===== config.mk =====
export PLATFORM = sky130hd
export DESIGN_NAME = sc_player_position_reg
export DESIGN_NICKNAME = d
export VERILOG_FILES = /design/src/rtl/sc_player_position_reg.sv
export SDC_FILE = /design/constraint.sdc
export NUM_CORES = 1
export LEC_CHECK = 0
export BUFFER_PORTS_ARGS = -buffer_cell sky130_fd_sc_hd__buf_4
export CORE_ASPECT_RATIO = 0.9
export CORE_MARGIN = 3
export CORE_UTILIZATION = 49
export DETAILED_ROUTE_END_ITERATION = 8
export PLACE_DENSITY = 0.82
export SYNTH_ARGS = -nofsm -noshare
export SYNTH_HDL_FRONTEND = slang
export SYNTH_SLANG_ARGS = --single-unit
export TNS_END_PERCENT = 5

===== constraint.sdc =====
create_clock -name SC_PLAYERPOS_CLOCK_50 -period 2.4 [get_ports SC_PLAYERPOS_CLOCK_50]
set_clock_uncertainty 0.15 [all_clocks]
set_input_delay 0.6 -clock SC_PLAYERPOS_CLOCK_50 [delete_from_list [all_inputs] [get_ports SC_PLAYERPOS_CLOCK_50]]
set_output_delay 0.6 -clock SC_PLAYERPOS_CLOCK_50 [all_outputs]
set_load 0.01 [all_outputs]

===== src/rtl/sc_player_position_reg.sv =====
// One-hot player position register with edge comparators, move counter and blocked-shift pulse.
// Optional build macro SC_PLAYERPOS_WRAP_EN: shifts at an edge rotate instead of being refused.
module sc_player_position_reg #(
  parameter int DATAWIDTH = 8,
  parameter int INIT_POS  = 3
) (
  input  logic                 SC_PLAYERPOS_CLOCK_50,
  input  logic                 SC_PLAYERPOS_RESET_InLow,
  input  logic                 SC_PLAYERPOS_clear_InLow,
  input  logic                 SC_PLAYERPOS_load0_InLow,
  input  logic                 SC_PLAYERPOS_load1_InLow,
  input  logic [1:0]           SC_PLAYERPOS_shiftselection_In,
  input  logic [DATAWIDTH-1:0] SC_PLAYERPOS_data_In,
  output logic [DATAWIDTH-1:0] SC_PLAYERPOS_data_Out,
  output logic                 SC_PLAYERPOS_izquierdacomparator_OutLow,
  output logic                 SC_PLAYERPOS_derechacomparator_OutLow,
  output logic                 SC_PLAYERPOS_blocked_Out,
  output logic                 SC_PLAYERPOS_onehot_error_Out,
  output logic [7:0]           SC_PLAYERPOS_moves_Out
);

  localparam logic [DATAWIDTH-1:0] INIT_WORD = DATAWIDTH'(1) << INIT_POS;

`ifdef SC_PLAYERPOS_WRAP_EN
  localparam bit WRAP = 1'b1;
`else
  localparam bit WRAP = 1'b0;
`endif

  logic [DATAWIDTH-1:0] data_q, data_d;
  logic [DATAWIDTH-1:0] ckpt_q, ckpt_d;
  logic [7:0]           moves_q, moves_d;
  logic                 blocked_q, blocked_d;
  logic                 data_onehot;
  logic [7:0]           moves_inc;

  function automatic logic is_onehot(input logic [DATAWIDTH-1:0] v);
    return (v != '0) && ((v & (v - DATAWIDTH'(1))) == '0);
  endfunction

  assign data_onehot = is_onehot(data_q);
  assign moves_inc   = (moves_q == 8'hFF) ? moves_q : moves_q + 8'd1;

  always_comb begin
    data_d    = data_q;
    ckpt_d    = ckpt_q;
    moves_d   = moves_q;
    blocked_d = 1'b0;
    if (!SC_PLAYERPOS_clear_InLow) begin
      data_d  = INIT_WORD;
      ckpt_d  = INIT_WORD;
      moves_d = 8'd0;
    end else if (!SC_PLAYERPOS_load0_InLow) begin
      data_d = SC_PLAYERPOS_data_In;
      if (is_onehot(SC_PLAYERPOS_data_In)) ckpt_d = SC_PLAYERPOS_data_In;
    end else if (!SC_PLAYERPOS_load1_InLow) begin
      data_d = ckpt_q;
    end else begin
      // Rotation equals a plain shift whenever the edge bit is clear, so one expression serves both builds.
      case (SC_PLAYERPOS_shiftselection_In)
        2'b01: begin
          if (data_onehot && (WRAP || !data_q[DATAWIDTH-1])) begin
            data_d  = {data_q[DATAWIDTH-2:0], data_q[DATAWIDTH-1]};
            moves_d = moves_inc;
          end else begin
            blocked_d = 1'b1;
          end
        end
        2'b10: begin
          if (data_onehot && (WRAP || !data_q[0])) begin
            data_d  = {data_q[0], data_q[DATAWIDTH-1:1]};
            moves_d = moves_inc;
          end else begin
            blocked_d = 1'b1;
          end
        end
        default: ;
      endcase
    end
  end

  always_ff @(posedge SC_PLAYERPOS_CLOCK_50 or negedge SC_PLAYERPOS_RESET_InLow) begin
    if (!SC_PLAYERPOS_RESET_InLow) begin
      data_q    <= '0;
      ckpt_q    <= '0;
      moves_q   <= 8'd0;
      blocked_q <= 1'b0;
    end else begin
      data_q    <= data_d;
      ckpt_q    <= ckpt_d;
      moves_q   <= moves_d;
      blocked_q <= blocked_d;
    end
  end

  assign SC_PLAYERPOS_data_Out         = data_q;
  assign SC_PLAYERPOS_moves_Out        = moves_q;
  assign SC_PLAYERPOS_blocked_Out      = blocked_q;
  assign SC_PLAYERPOS_onehot_error_Out = ~data_onehot;

`ifdef SC_PLAYERPOS_WRAP_EN
  assign SC_PLAYERPOS_izquierdacomparator_OutLow = 1'b1;
  assign SC_PLAYERPOS_derechacomparator_OutLow   = 1'b1;
`else
  assign SC_PLAYERPOS_izquierdacomparator_OutLow = ~data_q[DATAWIDTH-1];
  assign SC_PLAYERPOS_derechacomparator_OutLow   = ~data_q[0];
`endif

endmodule


==> metrics <==
most used flip-flop cell after synthesis sky130_fd_sc_hd__dfrtp_1; post-detailed-routing wire length approximately 4200 microns; placement-stage worst setup slack -441 ps; count of standard-cell rows 19; top cells by instance count after synthesis sky130_fd_sc_hd__nor2_1 (27), sky130_fd_sc_hd__dfrtp_1 (25), sky130_fd_sc_hd__mux2i_1 (24), sky130_fd_sc_hd__a21oi_1 (14), sky130_fd_sc_hd__nand2_1 (14); Mapped Area between 1500 and 2000 sq um; # H-tree levels 1; setup slack of the critical path after layout -88.6 ps; count of boundary I/O pins 35; areal power density over the cells 442 nW/um^2; worst endpoint data arrival time 1740 ps; global-route wire length before repair between 6000 and 7000 microns; vias after detailed routing 1,602; sinks on the clock net 25; R2R setup slack -50 ps; leakage power total 0.00110 uW; final setup fails 20; Bufs on Longest Clock Path 2; dpl hpwl ~3100 microns; layout cell share with drive strength beyond 1 between 30% and 40%; register clock-pin slew on the reported worst setup and hold paths 90 ps; slowest cell delay on critical path 460 ps; crit path capture type output pin; DRC violations left 0; Ys Warns 0; post-synth cell types 36; CTS Root Cell sky130_fd_sc_hd__clkbuf_8; slew at the pin with the worst max-slew slack slightly below 500 ps; vertical extent of the die 62.5 microns; worst path buffer plus inverter count 2; detailed-router iteration count before antenna repair 4; violated checks setup timing; max-cap violations 0; peak fanout along the critical path 5; area added between synthesis and finish 28.3%; type of element launching the critical path flip-flop; met3 wire length 113 microns; Total Die Area 4290 sq um; library cell contributing the largest single delay on the critical path sky130_fd_sc_hd__dfrtp_2; time the worst path needs with I/O delays and setup between 2000 and 2500 ps; syn_nets 216; final hold violation count 0; Post-DRT Antenna Nets 0; sequential fraction of the synthesis area 36.0%; CTS Buf Count 3; largest voltage drop on the vdd net 268 uV; Worst Hold Class input port to async pin; number of max-slew violations in the final report 0; fmax 0.402 GHz; Final nets between 200 and 300; maximum number of pins on one net before global-route repair 26; PortBufs 34; Overall Global Routing Usage 20.4%; most frequent cell after synthesis sky130_fd_sc_hd__nor2_1; initial antenna violation count 0; Routed met1 length between 1500 and 2000 microns; register bit total from synthesis 25; worst endpoint required time 1650 ps; WL met2 2040 microns; number of post-CTS setup repair buffers 0; Routed WL per cell 14.6 microns; routability-driven placement congestion ratio ~0.80; Diodes inserted 0; 1st-iter DRT viols 66; syn avg cell area about 8.8 sq um; Clock Latency Late Sink 260 ps; list of cells traversed by the critical path nor4_4 -> nand4b_1 -> nand4_1 -> nor2_2 -> buf_4 -> buf_4; vias in the first global route 1,504; cell types with the largest area share after synthesis sky130_fd_sc_hd__dfrtp_1 (36%), sky130_fd_sc_hd__mux2i_1 (14%), sky130_fd_sc_hd__nor2_1 (5.8%); ys async rst share 100%; kind of cell adding the most delay to the critical path simple AND/OR/NAND/NOR gates; most frequent CP cell sky130_fd_sc_hd__buf_4; outcome finished, violations left; share of Yosys cell area claimed by the top area cell type 36.0%; area of the core region 3210 sq um; Slew HR 67.3%; kind of critical path flip-flop to output pin; uppermost signal routing layer after detailed routing met4; Via-to-Cell Ratio 5.60; Remaining Overflow, GRT 0; number of enable flip-flop cells after synthesis 0; total non-filler cell area in the finished layout 2230 sq um; TritonCTS clock tree done; DIE WIDTH 68.7 microns; gate count of the mapped netlist between 150 and 200; portion of the clock cycle consumed by the worst path in the final layout 104%; placed cell areas ~2100 sq um; RSZ-0062 raised after global routing yes; tightest hold margin 68.5 ps; area leader, netlist sky130_fd_sc_hd__dfrtp_1; initial cell density of the core 54.1%
==> area by class of cell <==
class,instances,area [sq um]
well taps,42,52.6
clock inverters,1,5.00
fillers,274,983
clock buffers,3,41.3
inverters,8,30.0
repair buffers,57,439
multi-input cells,150,1030
flip-flops and latches,25,629
==> per-layer routing <==
layer,vias up,track usage (%)
met3,4,2.16
met1,774,29.7
li1,802,-
met4,0,4.62
met2,22,32.3
met5,-,0
==> through the flow <==
stage          power, uW  setup TNS (ps)  std cells  utilization (%)
2_1_floorplan        611           -1560        198                -
3_5_place_dp         737           -4520        282             66.7
4_1_cts              984            -736        286             68.8
6_report             984            -897        286             69.4
5_1_grt             1040           -3090        286             69.4
3_3_place_gp         730           -3500        282             66.7
==> registers in the layout (all words and copies together) (netlist names) <==
| register | count |
|---|---|
| SC_PLAYERPOS_blocked_Out | 1 |
| ckpt_q | 8 |
| SC_PLAYERPOS_data_Out | 8 |
| SC_PLAYERPOS_moves_Out | 8 |
==> what timing repair did <==
item | CTS | global route
hold buffers | 0 | 0
pin swaps | 5 | 4
setup endpoints to repair | 24 | 25
resized for setup | 7 | 5
hold endpoints to repair | 0 | 0
==> cells by family after synthesis <==
group           synth area share (%)
compound gates                  12.5
xor+xnor                        1.51
flops                           36.0
buf+inv                         6.06
fa+ha+maj                       2.74
mux                             19.0
simple gates                    22.1
==> final timing paths <==
check | start | to | cells after the start
min in group SC_PLAYERPOS_CLOCK_50 | ckpt_q[3] | ckpt_q[3] | 2
worst min-delay path | SC_PLAYERPOS_RESET_InLow | SC_PLAYERPOS_moves_Out[6] | 1
worst max register to register | SC_PLAYERPOS_data_Out[3] | SC_PLAYERPOS_moves_Out[3] | 8
worst max-delay path | SC_PLAYERPOS_data_Out[3] | SC_PLAYERPOS_onehot_error_Out | 6
worst min register to register | ckpt_q[3] | ckpt_q[3] | 2
max in group asynchronous | SC_PLAYERPOS_RESET_InLow | SC_PLAYERPOS_data_Out[3] | 1
==> cells in the final DEF (no fill, tap or decap), types with 2 or more instances in the layout <==
cell                       instances
sky130_fd_sc_hd__inv_1             7
sky130_fd_sc_hd__a31oi_1           3
sky130_fd_sc_hd__o211ai_1          2
sky130_fd_sc_hd__buf_4            54
sky130_fd_sc_hd__nand3b_1          2
sky130_fd_sc_hd__nand4b_1          2
sky130_fd_sc_hd__or3_1             6
sky130_fd_sc_hd__o21ai_0          11
sky130_fd_sc_hd__nand3_1           3
sky130_fd_sc_hd__buf_6             3
sky130_fd_sc_hd__mux2_2            8
sky130_fd_sc_hd__xor2_1            3
sky130_fd_sc_hd__nand4_1           6
sky130_fd_sc_hd__o31ai_1           2
sky130_fd_sc_hd__ha_1              3
sky130_fd_sc_hd__mux2i_1          24
sky130_fd_sc_hd__a211oi_1          2
sky130_fd_sc_hd__nor3_2            2
sky130_fd_sc_hd__nor3_1            3
sky130_fd_sc_hd__nand2b_1          2
sky130_fd_sc_hd__dfrtp_2           3
sky130_fd_sc_hd__and3_1            2
sky130_fd_sc_hd__dfrtp_1          22
sky130_fd_sc_hd__nand2_1          14
sky130_fd_sc_hd__clkbuf_8          3
sky130_fd_sc_hd__a21oi_1          14
sky130_fd_sc_hd__nor2_1           26
==> report_power, final <==
| group | switching (uW) | internal (uW) |
|---|---|---|
| Combinational | 143 | 140 |
| Clock | 129 | 116 |
| Sequential | 22.0 | 435 |
| Total | 293 | 691 |
(Power assumes the default switching activity.)
